File: src/rtl/wb_pkg.sv
// Shared types, load-type encodings and the load data formatter for the
// regfile_wb writeback stage.
package wb_pkg;

  localparam logic [2:0] LD_LB  = 3'b000;
  localparam logic [2:0] LD_LH  = 3'b001;
  localparam logic [2:0] LD_LW  = 3'b010;
  localparam logic [2:0] LD_LBU = 3'b100;
  localparam logic [2:0] LD_LHU = 3'b101;

  typedef struct packed {
    logic [4:0]  rd;
    logic [31:0] data;
  } wb_entry_t;

  // Byte offset bit 0 is ignored for halfword loads; unknown funct3 passes the word.
  function automatic logic [31:0] ld_format(input logic [31:0] word,
                                            input logic [2:0]  funct3,
                                            input logic [1:0]  byte_off);
    logic [7:0]  byte_sel;
    logic [15:0] half_sel;
    logic [31:0] result;
    case (byte_off)
      2'd0:    byte_sel = word[7:0];
      2'd1:    byte_sel = word[15:8];
      2'd2:    byte_sel = word[23:16];
      default: byte_sel = word[31:24];
    endcase
    half_sel = byte_off[1] ? word[31:16] : word[15:0];
    case (funct3)
      LD_LB:   result = {{24{byte_sel[7]}}, byte_sel};
      LD_LBU:  result = {24'h0, byte_sel};
      LD_LH:   result = {{16{half_sel[15]}}, half_sel};
      LD_LHU:  result = {16'h0, half_sel};
      default: result = word;
    endcase
    return result;
  endfunction

endpackage

File: src/rtl/wb_load_fifo.sv
// Synchronous FIFO of formatted load results; LQ_DEPTH must be a power of two.
module wb_load_fifo
  import wb_pkg::*;
#(
  parameter int LQ_DEPTH = 2
) (
  input  logic      clk,
  input  logic      rst,
  input  logic      push,
  input  wb_entry_t push_entry,
  input  logic      pop,
  output wb_entry_t head,
  output logic      full,
  output logic      empty
);

  localparam int PTR_W = $clog2(LQ_DEPTH);
  localparam int CNT_W = PTR_W + 1;

  wb_entry_t        mem [LQ_DEPTH];
  logic [PTR_W-1:0] wr_ptr;
  logic [PTR_W-1:0] rd_ptr;
  logic [CNT_W-1:0] count;
  logic             do_push;
  logic             do_pop;

  assign full    = (count == CNT_W'(LQ_DEPTH));
  assign empty   = (count == '0);
  assign do_push = push && !full;
  assign do_pop  = pop && !empty;
  assign head    = mem[rd_ptr];

  always_ff @(posedge clk) begin
    if (rst) begin
      wr_ptr <= '0;
      rd_ptr <= '0;
      count  <= '0;
    end else begin
      if (do_push) wr_ptr <= wr_ptr + PTR_W'(1);
      if (do_pop)  rd_ptr <= rd_ptr + PTR_W'(1);
      if (do_push && !do_pop)      count <= count + CNT_W'(1);
      else if (!do_push && do_pop) count <= count - CNT_W'(1);
    end
  end

  // Storage needs no reset: only entries counted as valid are ever read out.
  always_ff @(posedge clk) begin
    if (do_push) mem[wr_ptr] <= push_entry;
  end

endmodule

File: src/rtl/regfile_wb.sv
// Writeback stage owning the register file write port: merges ALU and load
// results with starvation-bounded arbitration. Define REGFILE_WB_FWD_EN to add
// the combinational rs1/rs2 bypass from the registered write port.
module regfile_wb
  import wb_pkg::*;
#(
  parameter int LQ_DEPTH   = 2,
  parameter int STARVE_MAX = 3
) (
  input  logic        clk_i,
  input  logic        rst_i,
`ifdef REGFILE_WB_FWD_EN
  input  logic [4:0]  rs1_addr_i,
  input  logic [4:0]  rs2_addr_i,
  input  logic [31:0] rs1_data_i,
  input  logic [31:0] rs2_data_i,
  output logic [31:0] rs1_data_o,
  output logic [31:0] rs2_data_o,
`endif
  input  logic        alu_valid_i,
  input  logic [4:0]  alu_rd_addr_i,
  input  logic [31:0] alu_data_i,
  output logic        alu_ready_o,
  input  logic        ld_valid_i,
  input  logic [4:0]  ld_rd_addr_i,
  input  logic [31:0] ld_rdata_i,
  input  logic [2:0]  ld_funct3_i,
  input  logic [1:0]  ld_byte_off_i,
  output logic        ld_ready_o,
  output logic        rd_wren_o,
  output logic [4:0]  rd_addr_o,
  output logic [31:0] rd_data_o
);

  localparam int STARVE_W = (STARVE_MAX > 0) ? $clog2(STARVE_MAX + 1) : 1;

  wb_entry_t           ld_entry;
  wb_entry_t           lq_head;
  wb_entry_t           hold_entry;
  wb_entry_t           sel_entry;
  logic                lq_full;
  logic                lq_empty;
  logic                hold_valid;
  logic                alu_win;
  logic                lq_win;
  logic                sel_valid;
  logic                alu_accept;
  logic                ld_accept;
  logic [STARVE_W-1:0] starve_cnt;

  // Loads are formatted before they enter the queue so the head is write-ready.
  always_comb begin
    ld_entry.rd   = ld_rd_addr_i;
    ld_entry.data = ld_format(ld_rdata_i, ld_funct3_i, ld_byte_off_i);
  end

  wb_load_fifo #(
    .LQ_DEPTH(LQ_DEPTH)
  ) u_load_fifo (
    .clk       (clk_i),
    .rst       (rst_i),
    .push      (ld_accept),
    .push_entry(ld_entry),
    .pop       (lq_win),
    .head      (lq_head),
    .full      (lq_full),
    .empty     (lq_empty)
  );

  // The load queue wins by default; a starved ALU hold takes the slot.
  always_comb begin
    alu_win     = hold_valid && (lq_empty || (starve_cnt == STARVE_W'(STARVE_MAX)));
    lq_win      = !lq_empty && !alu_win;
    sel_valid   = alu_win || lq_win;
    sel_entry   = alu_win ? hold_entry : lq_head;
    alu_ready_o = !rst_i && (!hold_valid || alu_win);
    ld_ready_o  = !rst_i && !lq_full;
    alu_accept  = alu_valid_i && alu_ready_o;
    ld_accept   = ld_valid_i && ld_ready_o;
  end

  always_ff @(posedge clk_i) begin
    if (rst_i) begin
      hold_valid <= 1'b0;
      hold_entry <= '0;
    end else if (alu_accept) begin
      hold_valid      <= 1'b1;
      hold_entry.rd   <= alu_rd_addr_i;
      hold_entry.data <= alu_data_i;
    end else if (alu_win) begin
      hold_valid <= 1'b0;
    end
  end

  always_ff @(posedge clk_i) begin
    if (rst_i || !hold_valid || alu_win) begin
      starve_cnt <= '0;
    end else if (lq_win) begin
      starve_cnt <= starve_cnt + STARVE_W'(1);
    end
  end

  // Writes to x0 still occupy the slot but never assert the write enable.
  always_ff @(posedge clk_i) begin
    if (rst_i) begin
      rd_wren_o <= 1'b0;
      rd_addr_o <= '0;
      rd_data_o <= '0;
    end else if (sel_valid) begin
      rd_wren_o <= (sel_entry.rd != 5'd0);
      rd_addr_o <= sel_entry.rd;
      rd_data_o <= sel_entry.data;
    end else begin
      rd_wren_o <= 1'b0;
    end
  end

`ifdef REGFILE_WB_FWD_EN
  always_comb begin
    rs1_data_o = rs1_data_i;
    rs2_data_o = rs2_data_i;
    if (rd_wren_o && (rd_addr_o == rs1_addr_i) && (rs1_addr_i != 5'd0)) rs1_data_o = rd_data_o;
    if (rd_wren_o && (rd_addr_o == rs2_addr_i) && (rs2_addr_i != 5'd0)) rs2_data_o = rd_data_o;
  end
`endif

endmodule

File: config.mk
export PLATFORM = sky130hd
export DESIGN_NAME = regfile_wb
export DESIGN_NICKNAME = d
export VERILOG_FILES = /design/src/rtl/wb_pkg.sv /design/src/rtl/wb_load_fifo.sv /design/src/rtl/regfile_wb.sv
export SDC_FILE = /design/constraint.sdc
export NUM_CORES = 1
export LEC_CHECK = 0
export ABC_AREA = 1
export CORE_ASPECT_RATIO = 1.5
export CORE_MARGIN = 2
export CORE_UTILIZATION = 55
export CTS_BUF_LIST = sky130_fd_sc_hd__clkbuf_8
export CTS_CLUSTER_DIAMETER = 120
export DETAILED_ROUTE_END_ITERATION = 10
export PLACE_DENSITY = 0.88
export REMOVE_ABC_BUFFERS = 1
export SETUP_SLACK_MARGIN = 0.5
export SYNTH_ARGS = -nofsm -noshare
export SYNTH_HDL_FRONTEND = slang
export SYNTH_SLANG_ARGS = --single-unit
File: constraint.sdc
create_clock -name clk_i -period 6.3 [get_ports clk_i]
set_input_delay 1.26 -clock clk_i [delete_from_list [all_inputs] [get_ports clk_i]]
set_output_delay 1.26 -clock clk_i [all_outputs]
set_load 0.01 [all_outputs]
; ---- After elaboration in Yosys (flattened, before gate mapping)
; Memory sizes are Yosys's and may differ from the RTL's. A register that Yosys moved wholly into a read port is not among the register bits.
; Cells that the tools add are included.
[totals]
register_bits = 82
ram_bits = 74
inputBits = 83
output_inout_bits = 40
memories = 1
[memory_table]
columns = name, words, width, read_ports, rd_clocked_by_memory_dff, write_ports, line
row1 = u_load_fifo.mem, 2, 37, 1, 1, 1, wb_load_fifo.sv:20  ; wb_entry_t mem [LQ_DEPTH];
[op_classes]
add_sub_neg = 5
n_eq_ne = 7
muxes = 12
bitwise = 1
n_reduce_logical = 29
[ops]
columns = op, count
row1 = $pmux 32 s4, 1
row2 = $mux 37, 1
row3 = $pmux 8 s3, 1
row4 = $mux 16, 1
row5 = $logic_and 1x1->1, 10
row6 = $logic_not 1->1, 7
row7 = $eq 2x2->1 const B, 3
row8 = $eq 3x3->1 const B, 2
row9 = $mux 1, 6
row10 = $logic_or 1x1->1, 5
row11 = $reduce_bool 5->1, 1
row12 = $add 2x1->2 const B, 2
row13 = $logic_not 2->1, 2
row14 = $mux 2, 2
row15 = $reduce_bool 2->1, 2
row16 = $eq 3x1->1 const B, 1
row17 = $logic_not 3->1, 1
row18 = $add 1x1->1 const B, 2
row19 = $eq 2x1->1 const B, 1
row20 = $reduce_or 2->1, 1
row21 = $sub 2x1->2 const B, 1
row22 = $not 1->1, 1

; ---- Longest topological paths before layout
[logic_depth]
depth_word = 9
depth_mapped = 11
depth_no_buf = 10

; ---- Modules after synthesis
; From an unflattened synthesis, not the netlist that was laid out.
[unflattened]
hier_cells = 738
area_unflattened_um2 = 7101.8
[by_module_without_submodules]
columns = mod, n_inst, cells_each, area_each_um2
row1 = regfile_wb, 1, 586, 4028.9
row2 = wb_load_fifo, 1, 152, 3072.9

; ---- Least setup slack after synthesis
; No wires, ideal clock.
[synth_timing]
path_type = in2reg
start = in rst_i
end = mem u_load_fifo.mem[0][0] in the netlist's numbering, enable pin
setup_ps = 431
arrival_time_ps = 3411
required_time_ps = 5869
slack_ps = 2458
cell_stages = 4
n_path_buf = 1
cell_sequence = buf_2 -> a21oi_1 -> nand2_1 -> nor2_1
[synth_via]
elab_chain_cells = 6
[synth_lines]
columns = element, line
row1 = from (decl), regfile_wb.sv:11  ; input logic rst_i,
row2 = $logic_not 1->1, regfile_wb.sv:77  ; ld_ready_o = !rst_i && !lq_full;
row3 = $logic_and 1x1->1, regfile_wb.sv:77
row4 = via ld_ready_o, regfile_wb.sv:29  ; output logic ld_ready_o,
row5 = $logic_and 1x1->1, regfile_wb.sv:79  ; ld_accept = ld_valid_i && ld_ready_o;
row6 = $logic_and 1x1->1, wb_load_fifo.sv:29  ; assign do_push = push && !full;
row7 = $mux 1, wb_load_fifo.sv:48  ; if (do_push) mem[wr_ptr] <= push_entry;
row8 = $mux 1 (implied by the code), wb_load_fifo.sv:48
row9 = to (decl), wb_load_fifo.sv:20
; The timed path passes the listed nets, and every way through them passes these cells.

; ---- Worst setup path in the final report
[layout_timing]
start = in rst_i
end = out ld_ready_o
[layout_via]
elab_chain_cells = 2
[layout_lines]
columns = element, line
row1 = $logic_not 1->1, regfile_wb.sv:77
row2 = $logic_and 1x1->1, regfile_wb.sv:77
row3 = to (decl), regfile_wb.sv:29
; No other way between the ends.

==> results by group <==
Yosys
  – Post-synth top area share: between 30% and 40%
  – Post-synthesis adder-cell area fraction: less than 1%
  – XOR/XNOR Fraction of Synth Area: less than 1%
  – EDFF count, synth: between 70 and 80
  – Cell variety after synth: 34
  – Top-count cell post-synth: nand2_1
  – Yosys top cell by area: edfxtp_1
  – Top post-synthesis cells by area: edfxtp_1 33%, dfxtp_1 25%, nand2_1 11%, o21ai_0 6.5%, nand3_1 4.7%
  – Synth Register Bits: approximately 160
  – Seq/Total Area, Yosys: 57.3%
  – Multiplexer share of the synthesized area: a little over 2%
  – Yosys Warn Count: 0
  – Synth cell count leaders: 198 x nand2_1, 88 x o21ai_0, 83 x dfxtp_1
  – Simple-Gate Fraction of Synth Area: between 10% and 20%
  – Synth Area in Compound Gates: 14.0%
  – Syn Inst Count: roughly 740
  – Mean Syn Cell Area: just over 9 um2
  – Main combinational cell family by area after synthesis: simple AND/OR/NAND/NOR gates
  – Top_reg_cell synth: dfxtp_1
  – Synthesized area: approximately 6800 um2
  – Fraction of registers with async set/reset: 0%

Global routing
  – Antenna violations before repair: 0
  – Largest net degree at the start of global routing: 87
  – Vias in the first global route: between 5000 and 6000
  – Global-route wire length before repair: ~27000 um
  – Grt ovf: 0
  – GRT Overall Usage: approximately 26%

Timing
  – Fin. Hold Viols: 0
  – Relative slew slack: between 20% and 30%
  – TNS Setup: 0 ps
  – Setup Skew: approximately 9.7 ps
  – RSZ-0062 raised after global routing: no
  – Tightest Pin Transition: about 1200 ps
  – Fin crit period: approximately 3900 ps
  – Setup Viol. Count Final: 0
  – Final setup margin: 2430 ps
  – Max-slew violations: 0
  – Final Cycle Share: 61.5%
  – Final hold slack: roughly 460 ps
  – F_max: 258 MHz

Die
  – I/O pin total: about 120
  – Initial core utilization: roughly 56%
  – Row cnt: a little under 50
  – Die width: 94.6 um
  – Full die area: about 13000 um2
  – Core ar.: between 10000 and 15000 um2
  – Die Y: 140 um

Pwr
  – Sw frac: between 30% and 40%
  – Leak: 0.00324 uW
  – Worst VDD drop: between 0.00015 and 0.0002 V
  – Pwr Density: between 300 and 400 nW/um2
  – Seq pwr share: between 40 and 50%
  – Comb pwr share: roughly 31%
  – Internal Power: 1960 uW
  – Clk pwr share: roughly a quarter
  – Sw Pwr: around 990 uW

Clock tree
  – Cts bufs inserted: 17
  – Cells resized by post-CTS repair: 0
  – Worst-path clk slew: approximately 70 ps
  – Clk_lat worst skew: roughly 440 ps
  – # Post-CTS Setup Buffers: 0
  – Hold_buf cts: 0
  – H-tree depth: 4
  – Root buf cell: clkbuf_8
  – CTS max path bufs: 2
  – CTS tree: done
  – CTS Sinks: about 160

Placement
  – IO buf count: 122
  – Place WS: 2280 ps
  – Post-DP Area: 7930 um2
  – RePlAce Congestion: approximately 0.93
  – Detailed Place HPWL: approximately 11000 um

Critical path
  – Worst EP required: a little over 5000 ps
  – Reg2Reg Depth: 10
  – CP startpoint kind: input pin
  – Reg-to-Reg End: u_load_fifo.count[1]$_SDFFE_PP0P_
  – R2R Setup Slk: ~3500 ps
  – CP endpoint: ld_ready_o
  – Crit. End Element: output port
  – Worst R2R Start: starve_cnt[0]$_SDFFE_PP0P_
  – Worst Setup SP: rst_i
  – CP Class: input pin to output port
  – Worst Path Arrival: between 2000 and 3000 ps
  – Critical path fanouts, max: 8

Worst hold path
  – Worst hold path type: register to register

Cells and area
  – Layout cell share with drive strength beyond 1: 6.78%
  – Fin area: around 8300 um2
  – Finished Core Util: a little under 70%
  – Layout area overhead: 22.8%
  – # diodes: 0
  – Nets@finish: ~930

Drt
  – Via count of the routed design: 5612
  – Wire per inst: 16.3 um
  – DRT Pass-1 Iters: 5
  – DRT antenna net count: 0
  – Drt total wl: roughly 16000 um
  – Via/cell ratio: about 5.6
  – Initial drt markers: 515
  – DRC: 0

Flow run
  – Max cap viols: 0

Outcome
  – Outcome: finished clean
## worst min path at each step
stage / start / endpoint / slack (ps) / depth (start not counted)
finish: hold_entry[24]$_SDFFE_PP0P_ / hold_entry[24]$_SDFFE_PP0P_ / 460 / 2
CTS: hold_entry[24]$_SDFFE_PP0P_ / hold_entry[24]$_SDFFE_PP0P_ / 460 / 2
detailed placement: hold_entry[18]$_SDFFE_PP0P_ / hold_entry[18]$_SDFFE_PP0P_ / 450 / 2
global placement: hold_entry[9]$_SDFFE_PP0P_ / hold_entry[9]$_SDFFE_PP0P_ / 440 / 2
floorplan: hold_entry[0]$_SDFFE_PP0P_ / hold_entry[0]$_SDFFE_PP0P_ / 430 / 2
global route: hold_entry[9]$_SDFFE_PP0P_ / hold_entry[9]$_SDFFE_PP0P_ / 480 / 2
## per-stage QoR
stage          instances  power, uW
6_report            1008       2950
5_1_grt             1008       3110
4_1_cts             1008       2960
3_5_place_dp         976       2250
3_3_place_gp         976       2220
2_1_floorplan        698       1840
## logic make-up after synthesis
kind of cell | Yosys count
xor gates and xnor gates | 2
muxes | 14
buffers and inverters | 76
DFF | 157
and+or+nand+nor | 323
AOI/OAI and AO/OA | 169
adders and majority gates | 2
## critical path: stages
cell,delay (ps)
clkdlybuf4s50_1,560
a21oi_1,230
clkdlybuf4s50_1,560
## registers in the layout, summed over array words and instances (netlist names), named ones only
name,flops
starve_cnt,2
rd_data_o,32
rd_wren_o,1
u_load_fifo.count,2
rd_addr_o,5
hold_valid,1
u_load_fifo.wr_ptr,1
u_load_fifo.mem,74
u_load_fifo.rd_ptr,1
hold_entry,37
## power by group through the flow
stage | Sequential [uW] | Combinational (uW) | Clock (uW)
final | 1310 | 913 | 727
after global routing | 1330 | 1010 | 776
after CTS | 1310 | 918 | 728
after detailed placement | 1330 | 917 | 0
after global placement | 1330 | 888 | 0
after floorplan | 1380 | 453 | 0
## layer usage
metal	GRT usage [%]	vias to the layer above	wire length [um]	part of all wire (%)
met3	5.33	25	943	5.7
li1	-	2733	-	-
met5	0	-	0	0
met4	7.93	0	280	1.7
met1	31.2	2629	6560	40
met2	45.1	225	8670	53
## area by class of cell
type	count	area [um2]
multi-input combinational	510	2500
inverter	31	116
clock inverter	15	149
timing repair buffer	125	1240
tap	153	191
fill	947	3700
clock buffer	17	234
sequential	157	3880
## placed cells by master, fill, tap and decap left out, types with 2 or more instances in the layout
master	count
clkdlybuf4s50_1	122
o211ai_1	8
o21ai_0	88
clkinvlp_4	3
edfxtp_1	74
nand2_4	2
dfxtp_1	83
nand2_2	3
nor2_2	2
clkinv_1	2
a31oi_1	4
o21ai_1	20
nor2_1	47
inv_2	4
clkbuf_8	17
nor3_1	2
a21oi_1	21
o21ai_2	7
clkinv_4	4
nand2_1	198
o22ai_1	10
inv_1	27
xor2_1	2
nor2_4	3
clkinv_2	3
ha_1	2
a21boi_0	9
bufinv_16	2
nand3_1	63
buf_4	3
mux2i_1	14
Note: power is estimated with default switching activity, not from simulation.
